===== src/rtl/alu_pm_pkg.sv =====
// rtl/alu_pm_pkg.sv - shared opcodes, power-mode encodings, FSM states and divide-ratio helper
// Purpose : common definitions for alu_pm_pipe and alu_pm_tick_gen.
// Ports   : none (package).
package alu_pm_pkg;

  localparam logic [2:0] OP_ADD = 3'b000;
  localparam logic [2:0] OP_SUB = 3'b001;
  localparam logic [2:0] OP_AND = 3'b010;
  localparam logic [2:0] OP_OR  = 3'b011;
  localparam logic [2:0] OP_XOR = 3'b100;
  localparam logic [2:0] OP_NOT = 3'b101;
  localparam logic [2:0] OP_SLT = 3'b110;
  localparam logic [2:0] OP_RSV = 3'b111;

  localparam logic [1:0] PM_DIV1 = 2'b00;
  localparam logic [1:0] PM_DIV2 = 2'b01;
  localparam logic [1:0] PM_DIV4 = 2'b10;
  localparam logic [1:0] PM_DIV8 = 2'b11;

  typedef enum logic [1:0] {
    ST_ACTIVE = 2'd0,
    ST_SLEEP  = 2'd1,
    ST_WAKE   = 2'd2
  } state_t;

  // Number of Clk cycles per Tick for a given power mode.
  function automatic logic [3:0] div_ratio(input logic [1:0] pm);
    case (pm)
      PM_DIV1: div_ratio = 4'd1;
      PM_DIV2: div_ratio = 4'd2;
      PM_DIV4: div_ratio = 4'd4;
      default: div_ratio = 4'd8;
    endcase
  endfunction

endpackage


===== src/rtl/alu_pm_tick_gen.sv =====
// rtl/alu_pm_tick_gen.sv - clock-enable strobe generator driven by the power mode
// Purpose : produces o_tick once every 1/2/4/8 cycles; a power-mode change restarts
//           the divider so the cycle after the change always ticks.
// Ports   : i_clk        sole clock
//           i_rst_n      synchronous active-low reset
//           i_power_mode divide select (00 /1, 01 /2, 10 /4, 11 /8)
//           o_tick       enable strobe, high when the divider counter is 0
module alu_pm_tick_gen
  import alu_pm_pkg::*;
(
  input  logic       i_clk,
  input  logic       i_rst_n,
  input  logic [1:0] i_power_mode,
  output logic       o_tick
);

  logic [1:0] r_mode;
  logic [2:0] r_cnt;
  logic [3:0] w_last;

  assign w_last = div_ratio(r_mode) - 4'd1;

  always_ff @(posedge i_clk) begin
    if (!i_rst_n) begin
      // Capture the live mode so leaving reset does not look like a mode change.
      r_mode <= i_power_mode;
      r_cnt  <= 3'd0;
    end else begin
      r_mode <= i_power_mode;
      if (i_power_mode != r_mode) begin
        r_cnt <= 3'd0;
      end else if ({1'b0, r_cnt} == w_last) begin
        r_cnt <= 3'd0;
      end else begin
        r_cnt <= r_cnt + 3'd1;
      end
    end
  end

  assign o_tick = (r_cnt == 3'd0);

endmodule


===== src/rtl/alu_pm_pipe.sv =====
// rtl/alu_pm_pipe.sv - two-stage ALU with tick-based power modes and idle-sleep FSM
// Purpose : accepts an operation over valid/ready, returns result and flags after two
//           pipeline advances; sleeps after IDLE_TICKS consecutive idle Ticks.
// Ports   : i_clk, i_rst_n          clock, synchronous active-low reset
//           i_in_valid, o_in_ready  operation handshake (o_in_ready == advance)
//           i_a, i_b, i_opcode      operands and operation
//           i_power_mode            Tick divide select
//           o_out_valid, i_out_ready result handshake
//           o_result, o_cout, o_overflow, o_zero, o_err  result and flags
//           o_sleep                 FSM is in SLEEP
module alu_pm_pipe
  import alu_pm_pkg::*;
#(
  parameter int WIDTH      = 32,
  parameter int IDLE_TICKS = 16
) (
  input  logic             i_clk,
  input  logic             i_rst_n,
  input  logic             i_in_valid,
  output logic             o_in_ready,
  input  logic [WIDTH-1:0] i_a,
  input  logic [WIDTH-1:0] i_b,
  input  logic [2:0]       i_opcode,
  input  logic [1:0]       i_power_mode,
  output logic             o_out_valid,
  input  logic             i_out_ready,
  output logic [WIDTH-1:0] o_result,
  output logic             o_cout,
  output logic             o_overflow,
  output logic             o_zero,
  output logic             o_err,
  output logic             o_sleep
);

  localparam int             IW        = $clog2(IDLE_TICKS + 1);
  localparam logic [IW-1:0]  IDLE_LAST = IW'(IDLE_TICKS - 1);
  localparam logic [IW-1:0]  IDLE_ONE  = IW'(1);
  localparam int             MSB       = WIDTH - 1;

  logic             w_tick;
  logic             w_advance;
  logic             w_xfer;
  logic             w_idle_tick;
  state_t           r_state;
  state_t           w_state_nxt;
  logic [IW-1:0]    r_idle_cnt;

  logic             r_s1_valid;
  logic [WIDTH-1:0] r_s1_a;
  logic [WIDTH-1:0] r_s1_b;
  logic [2:0]       r_s1_op;

  logic             r_out_valid;
  logic [WIDTH-1:0] r_result;
  logic             r_cout;
  logic             r_overflow;
  logic             r_zero;
  logic             r_err;

  logic [WIDTH:0]   w_sum;
  logic [WIDTH-1:0] w_res;
  logic             w_cout;
  logic             w_ovf;
  logic             w_err;

  alu_pm_tick_gen u_tick_gen (
    .i_clk        (i_clk),
    .i_rst_n      (i_rst_n),
    .i_power_mode (i_power_mode),
    .o_tick       (w_tick)
  );

  // The whole pipeline moves in lock-step; a held result blocks both stages.
  assign w_advance   = w_tick && (r_state == ST_ACTIVE) && (!r_out_valid || i_out_ready);
  assign w_xfer      = i_in_valid && w_advance;
  assign w_idle_tick = w_tick && (r_state == ST_ACTIVE) && !w_xfer && !r_s1_valid && !r_out_valid;

  // Stage-2 combinational ALU on the stage-1 registers.
  always_comb begin
    w_sum = '0;
    w_res = '0;
    w_cout = 1'b0;
    w_ovf = 1'b0;
    w_err = 1'b0;
    case (r_s1_op)
      OP_ADD: begin
        w_sum  = {1'b0, r_s1_a} + {1'b0, r_s1_b};
        w_res  = w_sum[WIDTH-1:0];
        w_cout = w_sum[WIDTH];
        w_ovf  = (r_s1_a[MSB] == r_s1_b[MSB]) && (w_res[MSB] != r_s1_a[MSB]);
      end
      OP_SUB: begin
        w_sum  = {1'b0, r_s1_a} + {1'b0, ~r_s1_b} + {{WIDTH{1'b0}}, 1'b1};
        w_res  = w_sum[WIDTH-1:0];
        // No carry out of A+~B+1 means A<B unsigned, i.e. a borrow.
        w_cout = ~w_sum[WIDTH];
        w_ovf  = (r_s1_a[MSB] != r_s1_b[MSB]) && (w_res[MSB] != r_s1_a[MSB]);
      end
      OP_AND: w_res = r_s1_a & r_s1_b;
      OP_OR:  w_res = r_s1_a | r_s1_b;
      OP_XOR: w_res = r_s1_a ^ r_s1_b;
      OP_NOT: w_res = ~r_s1_a;
      OP_SLT: w_res = {{(WIDTH-1){1'b0}}, ($signed(r_s1_a) < $signed(r_s1_b))};
      default: w_err = 1'b1;
    endcase
  end

  always_ff @(posedge i_clk) begin
    if (!i_rst_n) begin
      r_s1_valid  <= 1'b0;
      r_s1_a      <= '0;
      r_s1_b      <= '0;
      r_s1_op     <= OP_ADD;
      r_out_valid <= 1'b0;
      r_result    <= '0;
      r_cout      <= 1'b0;
      r_overflow  <= 1'b0;
      r_zero      <= 1'b0;
      r_err       <= 1'b0;
    end else if (w_advance) begin
      r_s1_valid <= i_in_valid;
      // Operand isolation: stage-1 operands only toggle for real operations.
      if (i_in_valid) begin
        r_s1_a  <= i_a;
        r_s1_b  <= i_b;
        r_s1_op <= i_opcode;
      end
      r_out_valid <= r_s1_valid;
      if (r_s1_valid) begin
        r_result   <= w_res;
        r_cout     <= w_cout;
        r_overflow <= w_ovf;
        r_zero     <= (w_res == '0);
        r_err      <= w_err;
      end else begin
        // Bubbles leave the output bus quiet rather than showing held operands.
        r_result   <= '0;
        r_cout     <= 1'b0;
        r_overflow <= 1'b0;
        r_zero     <= 1'b0;
        r_err      <= 1'b0;
      end
    end
  end

  always_ff @(posedge i_clk) begin
    if (!i_rst_n) begin
      r_state    <= ST_ACTIVE;
      r_idle_cnt <= '0;
    end else begin
      r_state <= w_state_nxt;
      case (r_state)
        ST_ACTIVE: begin
          if (w_tick) begin
            r_idle_cnt <= w_idle_tick ? (r_idle_cnt + IDLE_ONE) : '0;
          end
        end
        ST_WAKE:  r_idle_cnt <= '0;
        default:  r_idle_cnt <= r_idle_cnt;
      endcase
    end
  end

  always_comb begin
    w_state_nxt = r_state;
    case (r_state)
      ST_ACTIVE: begin
        // A transfer on the would-be final idle Tick clears w_idle_tick, so no sleep.
        if (w_idle_tick && (r_idle_cnt == IDLE_LAST)) begin
          w_state_nxt = ST_SLEEP;
        end
      end
      ST_SLEEP: begin
        if (i_in_valid) begin
          w_state_nxt = ST_WAKE;
        end
      end
      default: w_state_nxt = ST_ACTIVE;
    endcase
  end

  assign o_in_ready  = w_advance;
  assign o_out_valid = r_out_valid;
  assign o_result    = r_result;
  assign o_cout      = r_cout;
  assign o_overflow  = r_overflow;
  assign o_zero      = r_zero;
  assign o_err       = r_err;
  assign o_sleep     = (r_state == ST_SLEEP);

endmodule


===== config.mk =====
export PLATFORM = sky130hd
export DESIGN_NAME = alu_pm_pipe
export DESIGN_NICKNAME = d
export VERILOG_FILES = /design/src/rtl/alu_pm_pkg.sv /design/src/rtl/alu_pm_tick_gen.sv /design/src/rtl/alu_pm_pipe.sv
export SDC_FILE = /design/constraint.sdc
export NUM_CORES = 1
export LEC_CHECK = 0
export BUFFER_PORTS_ARGS = -buffer_cell sky130_fd_sc_hd__buf_2
export CORE_ASPECT_RATIO = 0.8
export CORE_MARGIN = 8
export CORE_UTILIZATION = 55
export DETAILED_ROUTE_END_ITERATION = 16
export PLACE_DENSITY = 0.78
export SLEW_MARGIN = 10
export SYNTH_ARGS = -nofsm -noshare
export SYNTH_HDL_FRONTEND = slang
export SYNTH_SLANG_ARGS = --single-unit

===== constraint.sdc =====
create_clock -name i_clk -period 3.26 [get_ports i_clk]
set_input_delay 0.652 -clock i_clk [delete_from_list [all_inputs] [get_ports i_clk]]
set_output_delay 0.652 -clock i_clk [all_outputs]
set_load 0.05 [all_outputs]

### Word-level counts from Yosys, hierarchy flattened

Index checks and enable logic that the tools add are counted.

* flip-flop bits (word level): 117
* output and inout bits: 39

* eq/ne operators: 20
* reductions and logical operators: 24
* $lt $le $gt $ge: 1
* bitwise logic cells: 7
* mux-type cells: 16
* $add $sub $neg: 6

Operator list (number)
* case mux 32 bit (7 select lines): 1
* adder 32 x 32 -> 33 bit: 2
* inverter 32 bit: 2
* adder 33 x 1 -> 33 bit (second input constant): 1
* bitwise AND 32 bit: 1
* zero test 32 bit: 1
* less-than comparator 32 bit: 1
* 2-to-1 mux 32 bit: 1
* OR 32 bit: 1
* XOR 32 bit: 1
* case mux 4 bit (3 select lines): 1
* 2-to-1 mux 5 bit: 2
* case mux 5 bit (2 select lines): 1
* equality test 3 bit (second input constant): 3
* logical AND 1 bit: 9
* OR reduction 7 bit: 1
* equality test 3 x 2 -> 1 bit (second input constant): 2
* zero test 3 bit: 2
* AND reduction 2 bit: 3
* adder 5 x 1 -> 5 bit (second input constant): 1
* equality test 5 x 4 -> 1 bit (second input constant): 1
* 2-to-1 mux 1 bit: 5
* equality test 2 x 1 -> 1 bit (second input constant): 2
* equality test 2 bit (second input constant): 2
* other kinds (18): 27

### Depth between registers and ports, before layout

* depth after elaboration: 11
* gate-level depth with buffers: 14

### Modules after synthesis

A second synthesis with hierarchy kept.

* cells, all modules: 1466
* area total of the unflattened synthesis: 10641.5 um2

By module, submodules not included
* alu_pm_pipe: sequential area each 2242.2 um2, cells an instance 1443, times used 1, area each 10406.2 um2
* alu_pm_tick_gen: sequential area each 100.1 um2, cells an instance 23, times used 1, area each 235.2 um2

### Least setup slack after synthesis

No wires, ideal clock.

* kind: register to register
* start: reg r_s1_a[0]
* end: reg r_zero (netlist: o_zero)
* stages on the path, launching flop included: 14
* slack: 0.057 ns
* clock period less this slack: 3.203 ns
* arrival time: 3.119 ns
* library setup time: 0.084 ns
* data required time: 3.176 ns
* cells stage by stage: dfxtp_1 > ha_1 > fa_1 > a211oi_2 > o21a_1 > nor4_2 > o41a_1 > a311oi_2 > a21oi_2 > a2bb2oi_2 > o21ai_1 > nor4_1 > nand4b_1 > o31ai_2

* longest elaborated chain between the ends: 5
* elaborated cells on any way between the ends: 11
* those cells by class: add/sub (3); order compare (1); mux (2); bitwise (4); reduce/logical (1)

Ends and longest elaborated chain
* start: declaration: RTL line alu_pm_pipe.sv:49 `logic [WIDTH-1:0] r_s1_a;`
* start signal: assignment: RTL line alu_pm_pipe.sv:124 `r_s1_a <= i_a;`
* adder 32 x 32 -> 33 bit: RTL line alu_pm_pipe.sv:93 `w_sum = {1'b0, r_s1_a} + {1'b0, ~r_s1_b} + {{WIDTH{1'b0}}, 1'b1};`
* adder 33 x 1 -> 33 bit: RTL line alu_pm_pipe.sv:93
* case mux 32 bit (7 select lines) (*): RTL line alu_pm_pipe.sv:85 `case (r_s1_op)`
* zero test 32 bit (*): RTL line alu_pm_pipe.sv:133 `r_zero <= (w_res == '0);`
* 2-to-1 mux 1 bit (*): RTL line alu_pm_pipe.sv:129 `if (r_s1_valid) begin`
* end signal: assignment: RTL line alu_pm_pipe.sv:133
* end: declaration: RTL line alu_pm_pipe.sv:57 `logic r_zero;`

Mark *: on every way between the ends. The rest lies on a longest branch, timed or not.
A chain may end at the register's enable or synchronous reset.

### Final worst setup path

* start: reg r_s1_a[1]
* end: reg r_zero (netlist: o_zero)

Same word-level chain as after synthesis.

==> flow_summary.toml <==
[worst_setup_path]
end_kind = "flop"
worstSetupPathType = "flop to flop"
critical_path_peak_fanout = 4
setup_crit_start_kind = "flop"
critical_path.reg2reg.endpoint = "o_zero"
crit-reg2reg-launch = "r_s1_a[1]"
largest_stage_delay_on_the_critical_path_ns = 0.50
reg2reg_depth = 15
cp.required_ns = 3.61
r2r_slack_ns = -0.16
crit_path_frequent_cell = "buf_4"
worstPathCellList = "inv_1 > ha_1 > o21bai_1 > nand3_1 > a21oi_1 > buf_4 > o21ai_4 > nand2_1 > o221ai_1 > a222oi_1 > buf_4 > nand4_1 > nor4_2 > nand4b_1 > o31ai_2"
signal_arrival_time_at_the_worst_endpoint_ns = 3.76
timing.critical_path.slowest_stage_cell = "a222oi_1"
critPathLaunch = "r_s1_a[1]"

[status]
outcome = "finished with violations"
violated_checks = "negative setup slack"

[placed_design]
io_buffers = 111
finalWeightedCongestion = 1.00
pre_cts_ws_ns = -0.364
dp.final_hpwl_mm = 30.8

[power_and_ir_drop]
power-per-cell-area_nw_per_um2 = 426
pwr-share-seq_pct = 26.4
share_clk_of_total_power_pct = 31.5
total_power_uw = 5970
switching_share_pct = 39.9
cellInternalPower_uw = 3590
peakVddDrop_v = 0.000329
p_switching_uw = 2380
power_leakage_uw = 0.00615
comb_power_share_pct = 42.1

[grt]
first_global_vias = 11767
grt_usage_pct = 33.6
wire_length_of_the_first_global_routing_pass_mm = 63.7
global_route_total_overflow = 0
antenna_found_initial = 0
grt_start_max_net_pins = 114

[synthesis]
synth_cell_types = 89
synthesis.nets = 1640
synth-seq-cells = 117
postSynth.topFlopCell = "dfxtp_1"
synth_cells = 1448
netlist_area_um2 = 10500
biggest_area_consumer_among_synthesized_cells = "dfxtp_1"
synthesis.yosys.warnings = 0
postSynthAreaPerCell_um2 = 7.27
yosysSeqAreaShare_pct = 22.2
number_of_enable_type_register_cells_in_the_synthesized_netlist = 0
synth_largest_type_area_fraction_pct = 22.2
asyncSetResetFlopFracSynth_pct = 0
synth_area_leaders = "dfxtp_1 (22%), ha_1 (14%), nand2_1 (8.0%)"

[clock_network]
cts_tree = "yes"
clkLatencyLatePin_ns = 0.44
clk_pin_slew_ns = 0.07
cts_sinks = 117
cts_hold_buffers = 0
buffers_from_clock_root_to_sink_at_most = 2
ctsHtreeMaxLevel = 4
cts_root_buf = "clkbuf_16"
cts_inserted_buffers = 17

[timing]
fin_crit_ns = 3.42
fin_skew_ns = 0.0114
slew_headroom_pct = 37.3
max_freq_mhz = 293
report.final.hold_viol_count = 0
min_period_over_period_pct = 105
max_slew.worst_pin.slew_ns = 0.940
report.final.setup_viol = 2
grt_setup_unrepaired = "true"
crit_path_setup_slack_layout_ns = -0.156
final-max-slew-violation-count = 0

[layout]
p_r_area_growth_vs_syn_pct = 33.1
drive_above_1_share_pct = 28.9
filler_cell_count = 1471
nets = 1946
diodes = 0

[die]
floorplan.die_area_um2 = 23900
design.portCount = 112
die_width_um = 171
std_cell_core_area_um2 = 18900
initial_utilization_pct = 55.8
fp.dieH_um = 140
core.rowCount = 45

[detailed_routing]
met2RoutedLength_mm = 17.0
via_count = 12218
avgRoutedWirePerCell_um = 20.1
wirelength_met1_mm = 17.7
drtAntennaViolNets = 0
drc = 0
drt_iter0_markers = 1437
wl_met3_mm = 4.42
topRoutingLayerUsed = "met4"
postRouteWirelength_mm = 40.7
routed_via_density = 6.03
drt_first_pass_iters = 8

[worst_hold_path]
hold-path-endpoint = "u_tick_gen.r_mode[1]"
min_path_type = "input port to flop"
holdPathStages = 1
min_from = "i_power_mode[1]"

[flow_run]
drv_cap = 0
==> routing by layer <==
| metal | vias up | track usage (%) |
|---|---|---|
| li1 | 5741 | - |
| met1 | 5639 | 45.2 |
| met2 | 703 | 49.8 |
| met3 | 135 | 8.93 |
| met4 | 0 | 13.3 |
| met5 | - | 0.217 |
==> worst max-delay path by stage <==
| stage | endpoint | slack, ns | cells past startpoint |
|---|---|---|---|
| after floorplan | o_zero | 0.06 | 13 |
| after global placement | o_zero | -0.32 | 14 |
| after detailed placement | o_zero | -0.36 | 14 |
| after CTS | o_zero | -0.11 | 15 |
| after global routing | o_zero | -0.34 | 15 |
| final | o_zero | -0.16 | 15 |
==> placed cells by master, fill, tap and decap left out, types with 18 or more instances in the layout <==
| master | Yosys | routed |
|---|---|---|
| a21boi_0 | 72 | 72 |
| a21oi_1 | 110 | 106 |
| dfxtp_1 | 117 | 110 |
| buf_4 | 6 | 261 |
| nor2_1 | 103 | 99 |
| nor3_1 | 26 | 23 |
| nor2b_1 | 36 | 36 |
| nand3_1 | 28 | 27 |
| ha_1 | 117 | 101 |
| and2_1 | 23 | 23 |
| a22oi_1 | 24 | 23 |
| o31ai_1 | 21 | 18 |
| buf_2 | 13 | 111 |
| inv_1 | 106 | 106 |
| nand2_1 | 224 | 221 |
| o21ai_0 | 71 | 64 |
==> critical path: cells and delay by family, from the launching register on <==
family | cells | cell delay [ns]
buffers and inverters | 3 | 0.50
AND/OR/NAND/NOR | 5 | 0.74
AO/OA/AOI/OAI | 6 | 1.37
adder cells (fa/ha/maj) | 1 | 0.36
flip-flops | 1 | 0.37
==> cell families (layout without fill, tap and decap cells) <==
kind of cell | after synthesis | in the layout | synth area share [%]
AND/OR/NAND/NOR | 508 | 508 | 22.5
AO/OA/AOI/OAI | 475 | 475 | 30.8
buffers and inverters | 202 | 521 | 7.78
adder cells (fa/ha/maj) | 119 | 119 | 14.3
flip-flops | 117 | 117 | 22.2
XOR/XNOR | 15 | 15 | 1.25
multiplexers | 12 | 12 | 1.14
==> Yosys cell counts (15+ instances only) <==
cell	count
a211oi_1	17
a21boi_0	72
a21oi_1	110
a22oi_1	24
a31oi_1	15
and2_1	23
clkbuf_1	62
dfxtp_1	117
ha_1	117
inv_1	106
nand2_1	224
nand3_1	28
nor2_1	103
nor2b_1	36
nor3_1	26
nor4_1	15
o21ai_0	71
o31ai_1	21
==> per-stage QoR <==
stage | area [µm²] | util, % | instances | hold WS [ns] | setup TNS [ns]
3_3_place_gp | 13000 | 69.0 | 1985 | 0.456 | -0.538
2_1_floorplan | 10500 | - | 1448 | 0.441 | 0
5_1_grt | 14000 | 74.3 | 2025 | 0.338 | -0.850
4_1_cts | 13800 | 73.2 | 2020 | 0.340 | -0.113
3_5_place_dp | 13000 | 69.0 | 1985 | 0.473 | -0.890
6_report | 14000 | 74.3 | 2025 | 0.343 | -0.173
==> area by class of cell <==
cell class	instances	area, µm²	area share [%]
timing repair buffer	377	2610	18.6
inverter	112	420	3.00
clock buffer	17	425	3.03
clock inverter	15	140	1.00
tap	258	323	2.30
sequential	117	2350	16.8
multi-input combinational	1129	7750	55.3
==> power groups by stage <==
stage / Sequential (µW) / Clock (µW) / Combinational, µW
2_1_floorplan: 1670 / 0 / 1210
3_3_place_gp: 1600 / 0 / 2270
3_5_place_dp: 1600 / 0 / 2300
4_1_cts: 1570 / 1880 / 2360
5_1_grt: 1580 / 1940 / 2680
6_report: 1580 / 1880 / 2510
==> repair_timing <==
| item | 4_1_cts | 5_1_grt |
|---|---|---|
| gates cloned | 0 | 0 |
| gates resized for setup | 41 | 41 |
| setup endpoints to repair | 10 | 13 |
| pin swaps | 14 | 12 |
| buffers inserted | 3 | 5 |
==> registers in the layout, summed over array words and instances, names as in the netlist <==
signal             cells
u_tick_gen.r_cnt       3
o_out_valid            1
r_s1_op                3
r_s1_b                32
u_tick_gen.r_mode      2
o_zero                 1
r_s1_valid             1
r_idle_cnt             5
o_result              32
o_overflow             1
o_cout                 1
r_s1_a                32
r_state                2
o_err                  1
Power figures use the tool's default switching activity.
